$ cat src/rtl/stepper_pkg.sv
// Shared definitions for the stepper phase decoder: half-step coil pattern
// table, idle pattern, tracking state type, fault codes and a pattern decoder.
package stepper_pkg;

    typedef enum logic [1:0] {
        UNLOCKED = 2'd0,
        TRACKING = 2'd1,
        FAULT    = 2'd2
    } state_t;

    localparam logic [3:0] IDLE = 4'b0000;

    // Half-step sequence, indexed by phase 0..7.
    localparam logic [3:0] PHASE_TABLE [8] = '{
        4'b1000, 4'b1100, 4'b0100, 4'b0110,
        4'b0010, 4'b0011, 4'b0001, 4'b1001
    };

    localparam logic [1:0] FC_NONE    = 2'b00;
    localparam logic [1:0] FC_ILLEGAL = 2'b01;
    localparam logic [1:0] FC_SKIP    = 2'b10;

    typedef struct packed {
        logic       legal;
        logic       idle;
        logic [2:0] idx;
    } decode_t;

    // Classifies a coil pattern as legal phase (with its index), idle, or neither.
    function automatic decode_t decode_pattern(input logic [3:0] pat);
        decode_t d;
        d.legal = 1'b0;
        d.idle  = (pat == IDLE);
        d.idx   = 3'd0;
        for (int i = 0; i < 8; i++) begin
            if (pat == PHASE_TABLE[i]) begin
                d.legal = 1'b1;
                d.idx   = 3'(i);
            end
        end
        return d;
    endfunction

endpackage

$ cat src/rtl/coil_sync_filter.sv
// Two-flop synchroniser for the asynchronous coil pattern followed by a
// stability filter: a pattern is accepted once, after it has been seen on
// STABLE_CYCLES consecutive edges, and is not re-accepted while held.
module coil_sync_filter #(
    parameter int STABLE_CYCLES = 4
) (
    input  logic       clk,
    input  logic       rst,
    input  logic [3:0] coil_in,
    output logic [3:0] pattern,
    output logic       accept
);

    localparam int            CW      = $clog2(STABLE_CYCLES + 1);
    localparam logic [CW-1:0] CNT_MAX = CW'(STABLE_CYCLES);

    logic [3:0]    sync1;
    logic [3:0]    sync2;
    logic [CW-1:0] cnt;
    logic [CW-1:0] cnt_next;
    logic          accept_next;

    // Stability count: restart on a change, count up to the threshold, then hold.
    always_comb begin
        // NOTE: every output gets a default first so no path can infer a latch.
        cnt_next    = cnt;
        accept_next = 1'b0;
        if (sync2 != pattern) begin
            cnt_next = CW'(1);
        end else if (cnt < CNT_MAX) begin
            cnt_next = cnt + CW'(1);
        end
        // Strobe only on the transition into "stable", never while held there.
        accept_next = (cnt_next == CNT_MAX) && ((cnt != CNT_MAX) || (sync2 != pattern));
    end

    // Synchroniser, candidate pattern, counter and registered accept strobe.
    always_ff @(posedge clk) begin
        // NOTE: non-blocking so each flop samples values from before the edge.
        if (rst) begin
            sync1   <= '0;
            sync2   <= '0;
            pattern <= '0;
            cnt     <= '0;
            accept  <= 1'b0;
        end else begin
            sync1   <= coil_in;
            sync2   <= sync1;
            pattern <= sync2;
            cnt     <= cnt_next;
            accept  <= accept_next;
        end
    end

endmodule

$ cat src/rtl/stepper_phase_decoder.sv
// Stepper phase decoder: recovers phase, step direction and signed position
// from an observed half-step coil pattern, and flags illegal or skipped phases.
// Optional step-interval measurement is built when STEPPER_DEC_RATE_EN is defined.
module stepper_phase_decoder
    import stepper_pkg::*;
#(
    parameter int POS_W         = 16,
    parameter int STABLE_CYCLES = 4
) (
    input  logic                    clk,
    input  logic                    rst,
    input  logic [3:0]              coil_in,
    input  logic                    clear_pos,
    input  logic                    clear_fault,
    output logic [2:0]              phase,
    output logic                    phase_valid,
    output logic                    step_pulse,
    output logic                    step_dir,
    output logic signed [POS_W-1:0] position,
    output logic                    locked,
    output logic                    fault,
    output logic [1:0]              fault_code,
    output logic [15:0]             step_period
);

    logic [3:0] filt;
    logic       accept;
    decode_t    dec;
    logic [2:0] delta;
    logic       illegal_evt;
    logic       skip_evt;
    logic       step_up;
    logic       step_dn;
    state_t     state;
    state_t     state_next;

    coil_sync_filter #(
        .STABLE_CYCLES(STABLE_CYCLES)
    ) u_filter (
        .clk    (clk),
        .rst    (rst),
        .coil_in(coil_in),
        .pattern(filt),
        .accept (accept)
    );

    assign dec   = decode_pattern(filt);
    assign delta = dec.idx - phase;   // modulo-8 phase distance

    assign illegal_evt = accept && !dec.legal && !dec.idle;
    assign skip_evt    = accept && dec.legal && (delta >= 3'd2) && (delta <= 3'd6);
    assign step_up     = accept && (state == TRACKING) && dec.legal && (delta == 3'd1);
    assign step_dn     = accept && (state == TRACKING) && dec.legal && (delta == 3'd7);

    // State register.
    always_ff @(posedge clk) begin
        if (rst) state <= UNLOCKED;
        else     state <= state_next;
    end

    // Next-state logic; a fresh fault outranks a simultaneous clear_fault.
    always_comb begin
        state_next = state;
        case (state)
            UNLOCKED: begin
                if (illegal_evt)                state_next = FAULT;
                else if (accept && dec.legal)   state_next = TRACKING;
            end
            TRACKING: begin
                if (illegal_evt || skip_evt)    state_next = FAULT;
            end
            FAULT: begin
                if (clear_fault && !illegal_evt && !skip_evt) state_next = UNLOCKED;
            end
            default: state_next = UNLOCKED;
        endcase
    end

    // State-decoded status outputs.
    always_comb begin
        locked = (state == TRACKING);
        fault  = (state == FAULT);
    end

    // Phase, step strobe, direction, position and fault cause.
    always_ff @(posedge clk) begin
        if (rst) begin
            phase       <= '0;
            phase_valid <= 1'b0;
            step_pulse  <= 1'b0;
            step_dir    <= 1'b0;
            position    <= '0;
            fault_code  <= FC_NONE;
        end else begin
            step_pulse <= step_up || step_dn;
            if (step_up)      step_dir <= 1'b1;
            else if (step_dn) step_dir <= 1'b0;

            if (clear_pos)    position <= '0;
            else if (step_up) position <= position + POS_W'(1);
            else if (step_dn) position <= position - POS_W'(1);

            // In FAULT the observed patterns are ignored entirely.
            if (accept && (state != FAULT)) begin
                if (dec.legal) begin
                    phase       <= dec.idx;
                    phase_valid <= 1'b1;
                end else begin
                    phase_valid <= 1'b0;
                end
            end

            // Latch the first cause on entry; clear it only when leaving FAULT.
            if ((state != FAULT) && (state_next == FAULT))
                fault_code <= illegal_evt ? FC_ILLEGAL : FC_SKIP;
            else if ((state == FAULT) && (state_next == UNLOCKED))
                fault_code <= FC_NONE;
        end
    end

`ifdef STEPPER_DEC_RATE_EN
    logic [15:0] rate_cnt;

    // Saturating interval counter between accepted steps.
    always_ff @(posedge clk) begin
        if (rst) begin
            rate_cnt    <= '0;
            step_period <= '0;
        end else if ((state != UNLOCKED) && (state_next == UNLOCKED)) begin
            rate_cnt <= '0;
        end else if (step_up || step_dn) begin
            step_period <= rate_cnt;
            rate_cnt    <= 16'd1;
        end else if (rate_cnt != 16'hFFFF) begin
            rate_cnt <= rate_cnt + 16'd1;
        end
    end
`else
    assign step_period = '0;
`endif

endmodule

$ cat config.mk
export PLATFORM = sky130hd
export DESIGN_NAME = stepper_phase_decoder
export DESIGN_NICKNAME = d
export VERILOG_FILES = /design/src/rtl/stepper_pkg.sv /design/src/rtl/coil_sync_filter.sv /design/src/rtl/stepper_phase_decoder.sv
export SDC_FILE = /design/constraint.sdc
export NUM_CORES = 1
export LEC_CHECK = 0
export CAP_MARGIN = 20
export CELL_PAD_IN_SITES_DETAIL_PLACEMENT = 1
export CELL_PAD_IN_SITES_GLOBAL_PLACEMENT = 1
export CORE_ASPECT_RATIO = 1.5
export CORE_MARGIN = 2
export CORE_UTILIZATION = 42
export CTS_CLUSTER_DIAMETER = 200
export DETAILED_ROUTE_END_ITERATION = 8
export PLACE_DENSITY_LB_ADDON = 0.1
export SYNTH_ARGS = -nofsm -noshare
export SYNTH_HDL_FRONTEND = slang
export SYNTH_SLANG_ARGS = --single-unit
$ cat constraint.sdc
create_clock -name clk -period 13.7 [get_ports clk]
set_clock_uncertainty 0.05 [all_clocks]
set_input_delay 2.055 -clock clk [delete_from_list [all_inputs] [get_ports clk]]
set_output_delay 2.055 -clock clk [all_outputs]
set_load 0.005 [all_outputs]
After elaboration in Yosys (flattened, before gate mapping). Cells that the tools add are included. Widths: inputs -> output; s select.

Logic and storage cells: 95. Bits in latches: 0. RAM bits: 0. Input port bits: 8. Bits in registers: 42. Memories kept: 0. ROM bits: 0.

Add/sub/neg operators: 4. Reduce and logical (&&, ||, !) cells: 29. Bitwise gates (word level): 0. $mul: 0. Eq/ne operators: 17. Mux-type cells: 30. Shifts and indexed selects: 0. Divide/modulo/power cells: 0. Order comparisons: 3.

Operator list (number): $mux 16 (2); $mux 3 (8); $add 16x2->16 const B (1); $sub 16x2->16 const B (1); $logic_and 1x1->1 (15); $mux 2 (7); $eq 4x4->1 const B (3); $mux 1 (12); $eq 4x2->1 const B (2); $eq 4x3->1 const B (2); $eq 3x3->1 const B (2); $pmux 2 s3 (1); $eq 2x2->1 const B (2); $eq 4x1->1 const B (1); $logic_not 1->1 (4); $logic_not 2->1 (2); $logic_not 4->1 (1); $ne 4x4->1 (1); $reduce_bool 2->1 (2); $add 3x1->3 const B (1); $eq 3x1->1 const B (1); $ge 3x2->1 const B (1); $le 3x3->1 const B (1); $logic_or 1x1->1 (3); 7 further kinds (7).

Logic depth before layout (Yosys ltp). Gate-level depths: netlist of run 1.

Depth after elaboration: 21. Mapped depth: 16.

Modules after synthesis. A second synthesis of run 1 with hierarchy kept.

Cells, all modules: 283. Area total of the unflattened synthesis: 2548.7 sq um.

By module, submodules not included: stepper_phase_decoder (area each 1965.6 sq um, times used 1, cells an instance 235); coil_sync_filter (area each 583.1 sq um, times used 1, cells an instance 48).

Worst setup path before layout of run 1. OpenSTA, ideal clock, no wires.

Path type: flip-flop to flip-flop. Start: register u_filter.pattern[1]. End: register position[15]. Slack: 9.332 ns. Arrival: 4.191 ns. Data required time: 13.523 ns. Cell stages (with the launch flop): 16. Period minus slack after synthesis: 4.368 ns. Library setup time: 0.127 ns. Path through: dfxtp_1 -> clkbuf_1 -> xor2_1 -> nand2_1 -> ha_1 -> fa_1 -> xnor2_1 -> xor2_1 -> nand3_1 -> ha_1 -> a211oi_1 -> nor4_1 -> o31ai_1 -> o221ai_1 -> and4_1 -> or3_1.

Word-level cells in the longest chain between the ends: 12. Elaborated cells on any way between the ends: 31. Classes of those cells: add/sub: 1; eq/ne: 10; mux: 16; reduce/logical: 4.

RTL lines: from (decl) (line coil_sync_filter.sv:10) `output logic [3:0] pattern,`; from (signal assigned) (line coil_sync_filter.sv:49) `pattern <= sync2;`; $eq 4x4->1 (line stepper_pkg.sv:36) `if (pat == PHASE_TABLE[i]) begin`; $mux 1 (line stepper_pkg.sv:36); $mux 3 / $mux 1 (equally long branches) (6 in a row) (line stepper_pkg.sv:36); $sub 3x3->3 / $mux 1 (equally long branches) (line stepper_phase_decoder.sv:48, stepper_pkg.sv:36); $eq 3x1->1 (tied with other cells) (line stepper_phase_decoder.sv:52) `assign step_up = accept && (state == TRACKING) && dec.legal && (delta == 3'd1);`; $logic_and 1x1->1 (on tied branches) (line stepper_phase_decoder.sv:52, stepper_phase_decoder.sv:53); $mux 16 / $reduce_bool 2->1 (equally long branches); to (signal assigned) (line stepper_phase_decoder.sv:100) `else if (step_up) position <= position + POS_W'(1);`; to (signal assigned) (line stepper_phase_decoder.sv:101) `else if (step_dn) position <= position - POS_W'(1);`; to (decl) (line stepper_phase_decoder.sv:19) `output logic signed [POS_W-1:0] position,`.

Several ways; a longest one is shown, not always the timed one. A chain may end at the register's enable or synchronous reset.

Final worst setup path of run 1.
Start: register u_filter.pattern[2]. End: register position[15].

The elaborated chain is that of the path after synthesis.

==> results of run 1 <==
-- cell families after synthesis --
logic type	after synthesis	synth area share, %
simple gates	108	22.1
compound gates	72	17.9
flops	42	32.7
fa+ha+maj	19	9.82
mux	3	1.17
buf+inv	37	8.46
other cells	1	0.146
xor+xnor	21	7.68
-- layer usage --
metal / track usage [%] / vias to the layer above
met5: 0 / -
met4: 7.69 / 0
met3: 2.91 / 11
met2: 34.9 / 34
met1: 22.4 / 1068
li1: - / 1089
-- worst max-delay path, cell delays in order, from the launching register on --
cell      delay (ps)
dfxtp_1          480
xor2_1           180
nand2_1           90
ha_1             190
fa_1             380
xnor2_1          320
xor2_1           300
nand3_1          600
ha_1             560
a211oi_1         470
nor4_1           110
o31ai_1          400
o221ai_1         200
and4_1           220
or3_1            350
-- placed cells by master (no fill, tap or decap), drive strengths merged, types with 4 or more instances in the layout --
cell type      count
a21o               4
a21oi             24
and3               5
clkbuf             5
clkdlybuf4s50     33
conb              16
dfxtp             42
ha                17
inv               10
nand2             25
nand2b             5
nand3              8
nand4              4
nor2              22
nor2b             15
nor3               4
nor4               5
o21ai             14
xnor2             12
xor2               8
-- cell type report --
class | instances | area [sq um]
Clock buffer | 5 | 68.8
Inverter | 9 | 33.8
Fill cell | 720 | 2910
Timing Repair Buffer | 34 | 338
Multi-Input combinational cell | 239 | 1570
Sequential cell | 42 | 841
Clock inverter | 3 | 23.8
Tap cell | 72 | 90.1
-- registers in the layout, indices dropped and copies added, names as in the netlist --
| signal | count |
|---|---|
| fault_code | 2 |
| phase | 3 |
| phase_valid | 1 |
| position | 16 |
| state | 2 |
| step_dir | 1 |
| step_pulse | 1 |
| u_filter.accept | 1 |
| u_filter.cnt | 3 |
| u_filter.pattern | 4 |
| u_filter.sync1 | 4 |
| u_filter.sync2 | 4 |
-- synth_stat cells (7+ instances only) --
| master | number |
|---|---|
| xnor2_1 | 12 |
| ha_1 | 17 |
| nand2_1 | 25 |
| buf_4 | 16 |
| dfxtp_1 | 42 |
| clkbuf_1 | 7 |
| a21oi_1 | 23 |
| o21ai_0 | 14 |
| nor2_1 | 22 |
| inv_1 | 9 |
| nor2b_1 | 15 |
| xor2_1 | 8 |
| nand3_1 | 8 |
-- stage by stage --
step	setup WS (ps)	hold slack [ps]	area, sq um
finish	8700	394	2970
global route	8120	408	2970
CTS	8620	403	2970
detailed placement	8690	382	2870
global placement	8840	370	2870
floorplan	9330	364	2630
-- report_power, final --
| part | internal (mW) | switching, mW |
|---|---|---|
| clock network | 0.0365 | 0.0476 |
| logic | 0.00649 | 0.00769 |
| registers | 0.124 | 0.00187 |
-- path summary, 6_finish.rpt --
| kind | depth (start not counted) | slack (ps) | start | endpoint |
|---|---|---|---|---|
| min reg2reg | 1 | 390 | u_filter.sync1[1] | u_filter.sync2[1] |
| max | 14 | 8700 | u_filter.pattern[2] | position[15] |
| min | 1 | 390 | u_filter.sync1[1] | u_filter.sync2[1] |
| max reg2reg | 14 | 8700 | u_filter.pattern[2] | position[15] |
==> reports/results.txt, run 1 <==
Num CTS Buffers - 5
CP Launch Type - flop
post-route total power - 0.224 mW
DRC violations left - 0
Final setup viols - 0
Avg WL per Cell - 15.0 um
first-pass GRT wire length - 10.4 mm
CP Capture Type - flop
Setup TNS - 0 ps
Cell Area, Synth - 2570 sq um
Root Buffer - clkbuf_8
layout cells sized above 1 - 4.22%
die width - 67.9 um
Relative slew margins - 51.8%
H-tree depth - 2
Mapped Cells - 303
vias in the first global route - 2289
syn avg cell area - 8.49 sq um
Ports - 50
WL met2 - 3.30 mm
status - complete, no violations
Total Nets Final - 358
drt total wl - 6.06 mm
antenna-violating nets left - 0
DIE AREA - 6780 sq um
setup bufs post-CTS - 0
fraction of registers with async set/reset - 0%
Ys Warns - 0
final period utilization - 36.5%
DR top layer - met4
Final Max Tran Viols - 0
Least-Margin Pin Slew - 721 ps
Die Y-Extent - 99.9 um
worst setup path category - flop to flop
max-cap violations - 0
placed cells - 396
Pre-antenna DRT Iters - 4
gpl congestion - 0.787
Ant. Diodes - 0
Seq/Total Area, Yosys - 32.7%
Worst Path Required - 13850 ps
ratio of routed vias to standard cells - 5.45
Hold Violations, Final - 0
crit-path max FO - 15
GRT Total Usage - 19.4%
critical path data arrival time - 5150 ps
number of DRC markers in iteration 0 - 50
PortBufs - 33
antenna violations before repair - 0
cts-stage hold buffer count - 0
Clk Latency, worst-skew pair - 300 ps
post-synth top area share - 32.7%
synth top area cells - dfxtp_1 (33%), ha_1 (8.3%), buf_4 (4.7%)
TritonCTS clock tree - done
Distinct cells, synth - 53
P_leak - 1.24 nW
Vias - 2202
WL met3 - 137 um
clock sinks - 42
initial core utilization - 43.8%
Core Box Area - 5870 sq um
peak supply drop - 34.0 uV
Main synth FF type - dfxtp_1
min cycle time layout - 5000 ps
Detail Placement HPWL - 4.58 mm
fmax - 0.200 GHz
Overflow after GRT - 0
largest net degree at the start of global routing - 27
wl on met1 - 2.49 mm
worst min-delay path class - flop to flop
clock buffer depth - 2
area leader, netlist - dfxtp_1
number of cell rows - 34
Finished Layout Cells - 404
Layout Area Growth over Synthesis - 15.3%
clk slew on worst S/H paths - 90 ps
RSZ-0062 raised after global routing - no
EDFF count, synth - 0
final core occ - 50.5%
P per Cell Area - 75.6 nW/um^2
synthesized flop and latch total - 42
Resize count post-CTS - 0
(Power assumes the default switching activity.)
==> run 2: changes to the inputs <==
CORE_UTILIZATION = 39   (was 42)
clock period = 5 ns   (was 13.7 ns; I/O delays follow)
==> reports/results.txt, run 2 (synthesis gave the netlist of run 1 again) <==
Largest register FFs - 16 (unchanged)
setup ws final - 549 ps (-8150 ps)
worst r2r src - u_filter.pattern[2]
CP Buf/Inv Count - 1 (+1)
final period utilization - 89.0% (+53 points)
DRC violations left - 0 (unchanged)
Final Max Tran Viols - 0 (unchanged)
clk slew on worst S/H paths - 90 ps (about the same)
Core Box Area - 6440 sq um (+9.7%)
peak supply drop - 126 uV (+270%)
H-tree depth - 2 (unchanged)
first-pass GRT wire length - 10.2 mm (-1.7%)
min cycle time layout - 4450 ps (-549 ps)
layout cells sized above 1 - 5.07% (+0.86 points)
CP Capture Type - flop
Switching Share - 25.6% (+0.096 points)
commonest cells after routing, fill and taps aside - dfxtp_1 (42), clkdlybuf4s50_1 (33), nand2_1 (25)
GRT Total Usage - 17.4% (-2.0 points)
Ant. Diodes - 0 (unchanged)
Num CTS Buffers - 5 (unchanged)
placed cells - 403 (+1.8%)
vias in the first global route - 2161 (-5.6%)
Resize count post-CTS - 0 (unchanged)
P_int - 0.458 mW (+170%)
ratio of routed vias to standard cells - 5.40 (-0.90%)
Worst Setup SP - u_filter.pattern[2]
Psw - 0.158 mW (+180%)
Comb power frac - 6.4% (about the same)
Ports - 50 (unchanged)
number of DRC markers in iteration 0 - 53 (+6.0%)
Total Nets Final - 361 (+0.84%)
Root Buffer - clkbuf_8
FF-to-FF setup slack - 550 ps (-8150 ps)
largest register by flop count - position
clock share of power - 37.6% (about the same)
Finished Layout Cells - 411 (+1.7%)
Avg WL per Cell - 15.1 um (+0.88%)
Final setup viols - 0 (unchanged)
Overflow after GRT - 0 (unchanged)
Least-Margin Pin Slew - 643 ps (-78.2 ps)
antenna violations before repair - 0 (unchanged)
Hold Violations, Final - 0 (unchanged)
TritonCTS clock tree - done
Crit-path slowest cell - dfxtp_1
Layout Area Growth over Synthesis - 16.3%
Clk Latency, worst-skew pair - 300 ps (about the same)
drt total wl - 6.22 mm (+2.6%)
CP top delay family - simple AND/OR/NAND/NOR gates
worst setup path category - flop to flop
Vias - 2220 (+0.82%)
clock buffer depth - 2 (unchanged)
Detail Placement HPWL - 4.66 mm (+1.6%)
Pre-antenna DRT Iters - 4 (unchanged)
DIE AREA - 7270 sq um (+7.3%)
commonest non-fill, non-tap cell in the layout - dfxtp_1
Die Y-Extent - 103 um (+3.6%)
worst min-delay path class - flop to flop
max-cap violations - 0 (unchanged)
biggest cell delay along the critical path - 480 ps (-120 ps)
crit-path max FO - 15 (unchanged)
Setup TNS - 0 ps (unchanged)
cts-stage hold buffer count - 0 (unchanged)
critical path data arrival time - 4590 ps (-560 ps)
P_leak - 1.25 nW (+1.1%)
worst hold start - u_filter.sync1[0]
RSZ-0062 raised after global routing - no
gpl congestion - 0.759 (-3.5%)
Worst Path Required - 5140 ps (-8710 ps)
CP Launch Type - flop
clock sinks - 42 (unchanged)
die width - 70.3 um (+3.5%)
Critical Path, Cell by Cell - xor2_1 > nand2_1 > ha_1 > fa_1 > xnor2_1 > xor2_1 > nand3_1 > buf_4 > ha_1 > and3_1 > o211a_1 > o31ai_1 > o221ai_1 > and4_1 > or3_1
number of cell rows - 36 (+5.9%)
status - complete, no violations
fmax - 0.225 GHz (+12%)
dpl ws - 589 ps (-8100 ps)
Relative slew margins - 57.0% (+5.2 points)
initial core utilization - 39.9% (-3.9 points)
antenna-violating nets left - 0 (unchanged)
P per Cell Area - 206 nW/um^2 (+170%)
Sequential Power Share - 56.0% (-0.2 points)
largest net degree at the start of global routing - 27 (unchanged)
setup bufs post-CTS - 0 (unchanged)
PortBufs - 33 (unchanged)
[run 2: cell count changes in the layout (fill, tap and decap cells not counted), sizes merged]
cell and delta:
buf +3
[run 2: final timing paths]
check / endpoint / depth (start not counted)
hold / removal: u_filter.sync2[0] / 1
setup reg to reg: position[15] / 15
setup / recovery: position[15] / 15
hold reg to reg: u_filter.sync2[0] / 1
[run 2: metal layers]
| metal | GRT usage, % | part of all wire, % |
|---|---|---|
| met1 | 19.0 | 40 |
| met2 | 34.5 | 56 |
| met3 | 2.33 | 2.3 |
| met4 | 5.47 | 1.0 |
| met5 | 0 | 0 |
[run 2: power groups by stage]
stage               clock, mW  combinational (mW)  sequential (mW)
global placement            0              0.0389            0.353
global route            0.253              0.0457            0.346
floorplan                   0              0.0378            0.351
finish                  0.231              0.0393            0.345
detailed placement          0              0.0399            0.353
CTS                     0.241              0.0402            0.345
[run 2: layout make-up]
cell class / count / area (sq um)
Sequential cell: 42 / 841
Tap cell: 76 / 95.1
Inverter: 9 / 33.8
Clock inverter: 3 / 23.8
Timing Repair Buffer: 37 / 360
Clock buffer: 5 / 68.8
Multi-Input combinational cell: 239 / 1570
Fill cell: 793 / 3450
[run 2: per-stage QoR]
step	instance area, sq um	hold slack, ps	power (mW)	utilization [%]
global route	2990	409	0.645	46.5
detailed placement	2900	380	0.393	45.0
finish	2990	399	0.616	46.5
floorplan	2630	364	0.389	-
CTS	2990	406	0.627	46.5
global placement	2900	369	0.392	45.0
